`src/rtl/uart_wb_bridge.sv`:
```
// UART command-packet to wishbone single-access bridge with status/read-data replies.
// Optional inter-byte gap resync enabled by defining UART_BRIDGE_RX_GAP_EN.
module uart_wb_bridge #(
  parameter int ADDR_BITS     = 32,
  parameter int BUS_TIMEOUT   = 256,
  parameter int RX_GAP_CYCLES = 1000000
) (
  input  logic                 clk,
  input  logic                 rst,
  input  logic [7:0]           rx_data,
  input  logic                 rx_valid,
  output logic [7:0]           tx_data,
  output logic                 tx_en,
  input  logic                 tx_ack,
  output logic                 wbm_cs_o,
  output logic [ADDR_BITS-3:0] wbm_addr_o,
  output logic [3:0]           wbm_sel_o,
  output logic [31:0]          wbm_data_o,
  output logic                 wbm_we_o,
  input  logic [31:0]          wbm_data_i,
  input  logic                 wbm_ack_i,
  output logic                 busy,
  output logic                 err
);

  localparam int TW = (BUS_TIMEOUT > 2) ? $clog2(BUS_TIMEOUT) : 1;

  typedef enum logic [2:0] {
    S_IDLE, S_ADDR, S_DATA, S_BUS, S_RESP
  } state_e;

  state_e        state_q, state_d;
  logic          we_q, we_d;
  logic [3:0]    sel_q, sel_d;
  logic [1:0]    cnt_q, cnt_d;
  logic [31:0]   addr_q, addr_d;
  logic [31:0]   wdata_q, wdata_d;
  logic [31:0]   rdata_q, rdata_d;
  logic [7:0]    status_q, status_d;
  logic [TW-1:0] tmo_q, tmo_d;
  logic [2:0]    idx_q, idx_d;
  logic          err_q, err_d;
  logic [2:0]    last_idx;

`ifdef UART_BRIDGE_RX_GAP_EN
  localparam int GW = (RX_GAP_CYCLES > 2) ? $clog2(RX_GAP_CYCLES) : 1;
  logic [GW-1:0] gap_q, gap_d;
`else
  localparam int unused_gap = RX_GAP_CYCLES;
`endif

  logic unused_addr;
  assign unused_addr = ^addr_q;

  // Only a successful read returns the four data bytes after status.
  assign last_idx = (status_q == 8'h00 && !we_q) ? 3'd4 : 3'd0;

  always_ff @(posedge clk or posedge rst) begin
    if (rst) begin
      state_q  <= S_IDLE;
      we_q     <= 1'b0;
      sel_q    <= '0;
      cnt_q    <= '0;
      addr_q   <= '0;
      wdata_q  <= '0;
      rdata_q  <= '0;
      status_q <= '0;
      tmo_q    <= '0;
      idx_q    <= '0;
      err_q    <= 1'b0;
`ifdef UART_BRIDGE_RX_GAP_EN
      gap_q    <= '0;
`endif
    end else begin
      state_q  <= state_d;
      we_q     <= we_d;
      sel_q    <= sel_d;
      cnt_q    <= cnt_d;
      addr_q   <= addr_d;
      wdata_q  <= wdata_d;
      rdata_q  <= rdata_d;
      status_q <= status_d;
      tmo_q    <= tmo_d;
      idx_q    <= idx_d;
      err_q    <= err_d;
`ifdef UART_BRIDGE_RX_GAP_EN
      gap_q    <= gap_d;
`endif
    end
  end

  always_comb begin
    state_d  = state_q;
    we_d     = we_q;
    sel_d    = sel_q;
    cnt_d    = cnt_q;
    addr_d   = addr_q;
    wdata_d  = wdata_q;
    rdata_d  = rdata_q;
    status_d = status_q;
    tmo_d    = tmo_q;
    idx_d    = idx_q;
    err_d    = 1'b0;
    unique case (state_q)
      S_IDLE: begin
        if (rx_valid) begin
          we_d  = rx_data[7];
          sel_d = rx_data[3:0];
          cnt_d = '0;
          idx_d = '0;
          if (|rx_data[6:4]) begin
            status_d = 8'hCC;
            state_d  = S_RESP;
          end else begin
            state_d = S_ADDR;
          end
        end
      end
      S_ADDR: begin
        if (rx_valid) begin
          addr_d = {addr_q[23:0], rx_data};
          cnt_d  = cnt_q + 2'd1;
          tmo_d  = '0;
          if (cnt_q == 2'd3)
            state_d = we_q ? S_DATA : S_BUS;
        end
      end
      S_DATA: begin
        if (rx_valid) begin
          wdata_d = {wdata_q[23:0], rx_data};
          cnt_d   = cnt_q + 2'd1;
          tmo_d   = '0;
          if (cnt_q == 2'd3)
            state_d = S_BUS;
        end
      end
      S_BUS: begin
        err_d = rx_valid;
        idx_d = '0;
        if (wbm_ack_i) begin
          if (!we_q)
            rdata_d = wbm_data_i;
          status_d = 8'h00;
          state_d  = S_RESP;
        end else if (tmo_q == TW'(BUS_TIMEOUT - 1)) begin
          status_d = 8'hEE;
          state_d  = S_RESP;
        end else begin
          tmo_d = tmo_q + 1'b1;
        end
      end
      S_RESP: begin
        err_d = rx_valid;
        if (tx_ack) begin
          if (idx_q == last_idx)
            state_d = S_IDLE;
          else
            idx_d = idx_q + 3'd1;
        end
      end
      default: state_d = S_IDLE;
    endcase
`ifdef UART_BRIDGE_RX_GAP_EN
    gap_d = '0;
    if (state_q == S_ADDR || state_q == S_DATA) begin
      if (rx_valid) begin
        gap_d = '0;
      end else if (gap_q == GW'(RX_GAP_CYCLES - 1)) begin
        state_d = S_IDLE;
        err_d   = 1'b1;
      end else begin
        gap_d = gap_q + 1'b1;
      end
    end
`endif
  end

  always_comb begin
    busy       = (state_q != S_IDLE);
    wbm_cs_o   = (state_q == S_BUS);
    tx_en      = (state_q == S_RESP);
    wbm_addr_o = addr_q[ADDR_BITS-1:2];
    wbm_sel_o  = sel_q;
    wbm_we_o   = we_q;
    wbm_data_o = wdata_q;
    err        = err_q;
    tx_data    = status_q;
    unique case (idx_q)
      3'd1:    tx_data = rdata_q[31:24];
      3'd2:    tx_data = rdata_q[23:16];
      3'd3:    tx_data = rdata_q[15:8];
      3'd4:    tx_data = rdata_q[7:0];
      default: tx_data = status_q;
    endcase
  end

endmodule

```
`config.mk`:
```
export PLATFORM = sky130hd
export DESIGN_NAME = uart_wb_bridge
export DESIGN_NICKNAME = d
export VERILOG_FILES = /design/src/rtl/uart_wb_bridge.sv
export SDC_FILE = /design/constraint.sdc
export NUM_CORES = 1
export LEC_CHECK = 0
export ABC_CLOCK_PERIOD_IN_PS = 4800
export BUFFER_PORTS_ARGS = -buffer_cell sky130_fd_sc_hd__buf_2
export CAP_MARGIN = 20
export CORE_MARGIN = 8
export CORE_UTILIZATION = 35
export DETAILED_ROUTE_END_ITERATION = 10
export PLACE_DENSITY = 0.66
export RECOVER_POWER = 50
export SYNTH_ARGS = -nofsm -noshare
export SYNTH_HDL_FRONTEND = slang
export SYNTH_SLANG_ARGS = --single-unit
```
`constraint.sdc`:
```
create_clock -name clk -period 4.8 [get_ports clk]
set_input_delay 0.96 -clock clk [delete_from_list [all_inputs] [get_ports clk]]
set_output_delay 0.96 -clock clk [all_outputs]
set_load 0.02 [all_outputs]
```
# == Yosys cells after proc, flatten, opt, wreduce, memory -nomap -nowiden ==
# Index checks and enable logic that the tools add are counted.
# op_classes
reduce_logical,21
n_bitwise,1
n_eq_ne,24
muxes,31
add_sub_neg,3
# op_table
operator,count
2-to-1 mux 8 bit,7
2-to-1 mux 3 bit,14
case mux 8 bit (2 select lines),2
case mux 8 bit (4 select lines),1
"inequality test 2 bit, second input constant",9
case mux 3 bit (5 select lines),1
"== test 3 x 2 -> 1 bit, second input constant",4
AND reduction 4 bit,3
case mux 3 bit (3 select lines),1
"adder 8 x 1 -> 8 bit, second input constant",1
"== test 8 bit, second input constant",1
zero test 8 bit,1
AND reduction 8 bit,1
"== test 3 x 1 -> 1 bit, second input constant",2
"== test 3 bit, second input constant",2
"inequality test 2 x 1 -> 1 bit, second input constant",3
AND reduction 2 bit,3
AND reduction 3 bit,2
nonzero test 2 bit,3
nonzero test 3 bit,2
2-to-1 mux 2 bit,2
case mux 2 bit (2 select lines),1
OR reduction 2 bit,2
"adder 3 x 1 -> 3 bit, second input constant",1
10 further kinds,11
# word_totals
wordCells,91
regBits,126
inputBits,45

# == Longest topological paths before layout ==
# logic_depth
word_depth,7
depth_mapped,7

# == Worst setup path after synthesis ==
# OpenSTA, ideal clock, no wires.
# synth_timing
path_type,reg2out
start,register idx_q[0]
end,output port tx_data[2]
t_required_ns,3.840
t_arrival_ns,1.815
path_buffers,1
stages_incl_launch_ff,8
slack_ns,2.025
cell_sequence,dfrtp_1 > inv_1 > ha_1 > clkbuf_1 > nor3_1 > o21bai_1 > nor2_1 > a21oi_1
# synth_between
elab_chain_len,2
# synth_lines
item,line_no,text
"start, declared",41,"logic [2:0] idx_q, idx_d;"
"start signal, assigned",84,idx_q <= idx_d;
== test 3 bit (tied with other cells),188,unique case (idx_q)
case mux 8 bit (4 select lines) (*),188,
"end, declared",12,"output logic [7:0] tx_data,"
# Every way passes the cells marked *; elsewhere a longest branch is shown, timed or not.

==> flow_metrics.env <==
export IMPL_internal_power_mw=2.493
export IMPL_swShare_pct=34.37
export IMPL_routed_wl_mm=12.30
export IMPL_slowest_stage="clkinvlp_2"
export IMPL_io_buffers=123
export IMPL_violations="max-capacitance violations, max-slew violations"
export IMPL_crit_fanout=55
export IMPL_post_route_util_pct=42.99
export IMPL_placed_cell_area_um2=5957
export IMPL_cp_data_arrival_time_ns=3.71
export IMPL_synth_area_leaders="dfrtp_1, mux2_2, buf_4"
export IMPL_grt_pass1_wl_mm=20.12
export IMPL_r2r_end="tmo_q[6]$_DFFE_PP0P_"
export IMPL_grt_pass1_vias=3799
export IMPL_placementRows=45
export IMPL_hpwl_mm=9.004
export IMPL_dp_slack_ns=1.896
export IMPL_cts_tree="yes"
export IMPL_cts_resized=0
export IMPL_skew_ns=0.008584
export IMPL_clock_path_buffers=2
export IMPL_min_path_cells=1
export IMPL_yosys_register_bits=120
export IMPL_start_kind="input pin"
export IMPL_finalPower_mw=3.798
export IMPL_crit_path_end_kind="async pin"
export IMPL_crit_start="rst"
export IMPL_final_area_um2=6487
export IMPL_first_pass_iters=4
export IMPL_die_area_um2=19530
export IMPL_initial_utilization_pct=35.52
export IMPL_grt_antenna_before_repair=1
export IMPL_synth_top_cell_by_area="dfrtp_1"
export IMPL_die_w_um=139.8
export IMPL_busiest_layer="met2"
export IMPL_ys_warn_count=0
export IMPL_p_leak_nw=3.169
export IMPL_tightest_slew_ns=2.411
export IMPL_cts_root_buffer="clkbuf_16"
export IMPL_slew_headroom_pct=-61.61
export IMPL_seqPwrFrac_pct=40.5
export IMPL_multiInputGateArea_um2=2023
export IMPL_layout_drive_gt1_share_pct=44.25
export IMPL_synth_area_um2=5360
export IMPL_max_freq_ghz=0.2875
export IMPL_ys_seq_area_share_pct=56.02
export IMPL_grt_use_met3_pct=3.386
export IMPL_cts_sinks=120
export IMPL_ios=124
export IMPL_grt_max_degree=56
export IMPL_grt_met2_usage_pct=21.63
export IMPL_finalSetupViolations=0
export IMPL_yosysTopAreaCellShare_pct=56.02
export IMPL_area_sequential_um2=3003
export IMPL_grt_overflow_total=0
export IMPL_cp_cell_sequence="buf_2 -> clkinvlp_2 -> clkbuf_1"
export IMPL_htreeDepth=4
export IMPL_gp_congestion=0.8352
export IMPL_tns_ns=0
export IMPL_clkTransAtPathRegs_ns=0.06
export IMPL_drv_slew=121
export IMPL_post_route_period_util_pct=72.46
export IMPL_rr_startpoint="state_q[1]$_DFFE_PP0P_"
export IMPL_synth_edff_count=0
export IMPL_status="finished, violations left"
export IMPL_ir_drop_mv=0.2649
export IMPL_r2r_cells=5
export IMPL_clk_latency_ns=0.42
export IMPL_async_flop_share_pct=100.0
export IMPL_post_cts_buffers=0
export IMPL_hold_class="flop to flop"
export IMPL_slowest_delay_ns=1.35
export IMPL_wire_per_inst_um=17.27
export IMPL_cts_buffers=17
export IMPL_ant_nets=0
export IMPL_num_fill_cells=1443
export IMPL_maxCapViolations=3
export IMPL_critPathKind="input pin to async pin"
export IMPL_hold_viol_final=0
export IMPL_track_usage_pct=13.15
export IMPL_hold_path_endpoint="wbm_sel_o[1]$_DFFE_PP0P_"
export IMPL_setup_slack_ns=1.322
export IMPL_p_comb_share_pct=26.7
export IMPL_required_ns=5.03
export IMPL_synth_area_per_cell_um2=13.01
export IMPL_p_clk_share_pct=32.8
export IMPL_min_period_ns=3.478
export IMPL_min_delay_start="wbm_sel_o[1]$_DFFE_PP0P_"
export IMPL_synth_fp_nets=464
export IMPL_synthCells=412
export IMPL_synthFlopType="dfrtp_1"
export IMPL_cts_hold_buffers_added=0
export IMPL_reg2reg_slack_ns=1.81
export IMPL_drc=0
export IMPL_rsz0062_at_grt="false"
export IMPL_vias=3491
export IMPL_drtIter0Drc=188
export IMPL_via_per_inst=4.903
export IMPL_fin_nets=561
export IMPL_grtUsageMet1_pct=15.21
export IMPL_power_switching_mw=1.305
export IMPL_fp_dieH_um=139.8
export IMPL_coreArea_um2=15090
export IMPL_area_delta_synth_final_pct=21.03
export IMPL_post_synth_num_cell_types=48
export IMPL_power_density_nw_per_um2=585.5
-- cell families (layout without fill, tap and decap cells) --
group	count (synthesis)	count (layout)	share of synthesized area [%]
AO/OA/AOI/OAI	50	50	6.326
XOR/XNOR	4	4	0.6537
adder cells (fa/ha/maj)	7	7	1.634
buffers and inverters	59	169	6.676
flip-flops	120	120	56.02
multiplexers	106	106	22.15
other	0	2	0
AND/OR/NAND/NOR	66	66	6.537
-- worst max-delay path by stage --
stage | slack [ns] | to
finish | 1.32 | cnt_q[1]$_DFFE_PP0P_
detailed placement | 1.90 | tx_data[7]
global placement | 2.01 | tx_data[2]
global route | 0.65 | cnt_q[1]$_DFFE_PP0P_
floorplan | 0.65 | addr_q[0]$_DFFE_PP0P_
CTS | 1.45 | tx_data[7]
-- per-stage QoR --
| stage | std cells | hold slack, ns |
|---|---|---|
| 2_1_floorplan | 412 | 0.4590 |
| 3_3_place_gp | 678 | 0.4846 |
| 3_5_place_dp | 678 | 0.4860 |
| 4_1_cts | 710 | 0.4985 |
| 5_1_grt | 711 | 0.5168 |
| 6_report | 712 | 0.4928 |
-- cells in the mapped netlist, types with 2 or more instances --
cell type and n:
a21oi_1 12, a221oi_1 6, a22oi_1 10, and2_1 4, buf_2 10, buf_4 33
clkbuf_1 6, dfrtp_1 120, ha_1 7, inv_1 9, mux2_1 2, mux2_2 99
mux2i_1 5, nand2_1 16, nand3_1 5, nor2_1 17, nor3_1 4, nor4bb_1 2
o21a_1 3, o21ai_0 10, or3_1 3, xnor2_1 2, xor2_1 2
-- power by group through the flow --
stage,Clock [mW],Sequential (mW),Combinational [mW]
2_1_floorplan,0,1.56,0.763
3_3_place_gp,0,1.54,1.03
3_5_place_dp,0,1.55,1.06
4_1_cts,1.28,1.54,1.06
5_1_grt,1.32,1.58,1.10
6_report,1.25,1.54,1.01
-- state kept, by name (all words and copies together), names as in the netlist --
signal	count
rdata_q	32
status_q	2
idx_q	3
err	1
addr_q	32
wbm_data_o	32
tmo_q	8
state_q	3
wbm_we_o	1
wbm_sel_o	4
cnt_q	2
-- cell usage in the layout (no fill, tap or decap), types with 2 or more instances in the layout --
cell type and n:
a21oi_1 12, a221oi_1 6, a22oi_1 10, and2_1 4
buf_2 94, buf_4 2, bufinv_16 2, clkbuf_1 32
clkbuf_16 17, clkinv_2 3, clkinv_4 4, clkinvlp_4 3
dfrtp_1 120, diode_2 2, ha_1 7, inv_1 8
inv_6 2, mux2_1 4, mux2_2 97, mux2i_1 5
nand2_1 16, nand3_1 5, nor2_1 17, nor3_1 4
nor4bb_4 2, o21a_1 3, o21ai_0 10, or3_1 3
xnor2_1 2, xor2_1 2
-- metal layers --
| layer | part of all wire [%] | wire length [um] | vias to the layer above |
|---|---|---|---|
| li1 | - | - | 1643 |
| met1 | 43 | 5299 | 1744 |
| met3 | 3.8 | 468 | 24 |
| met2 | 50 | 6174 | 80 |
| met5 | 0 | 0 | - |
| met4 | 2.9 | 357 | 0 |
-- critical path: cells and delay by family --
family	cells	cell delay, ns
buffers and inverters	3	2.69
-- layout make-up --
cell class,count,share of cell area (%)
Tap cell,188,3.626
Inverter,9,0.5400
Antenna cell,2,0.07715
Clock inverter,14,2.314
Sequential cell,120,46.29
Clock buffer,18,6.615
Multi-Input combinational cell,233,31.19
Timing Repair Buffer,128,9.354
Power figures use the tool's default switching activity.
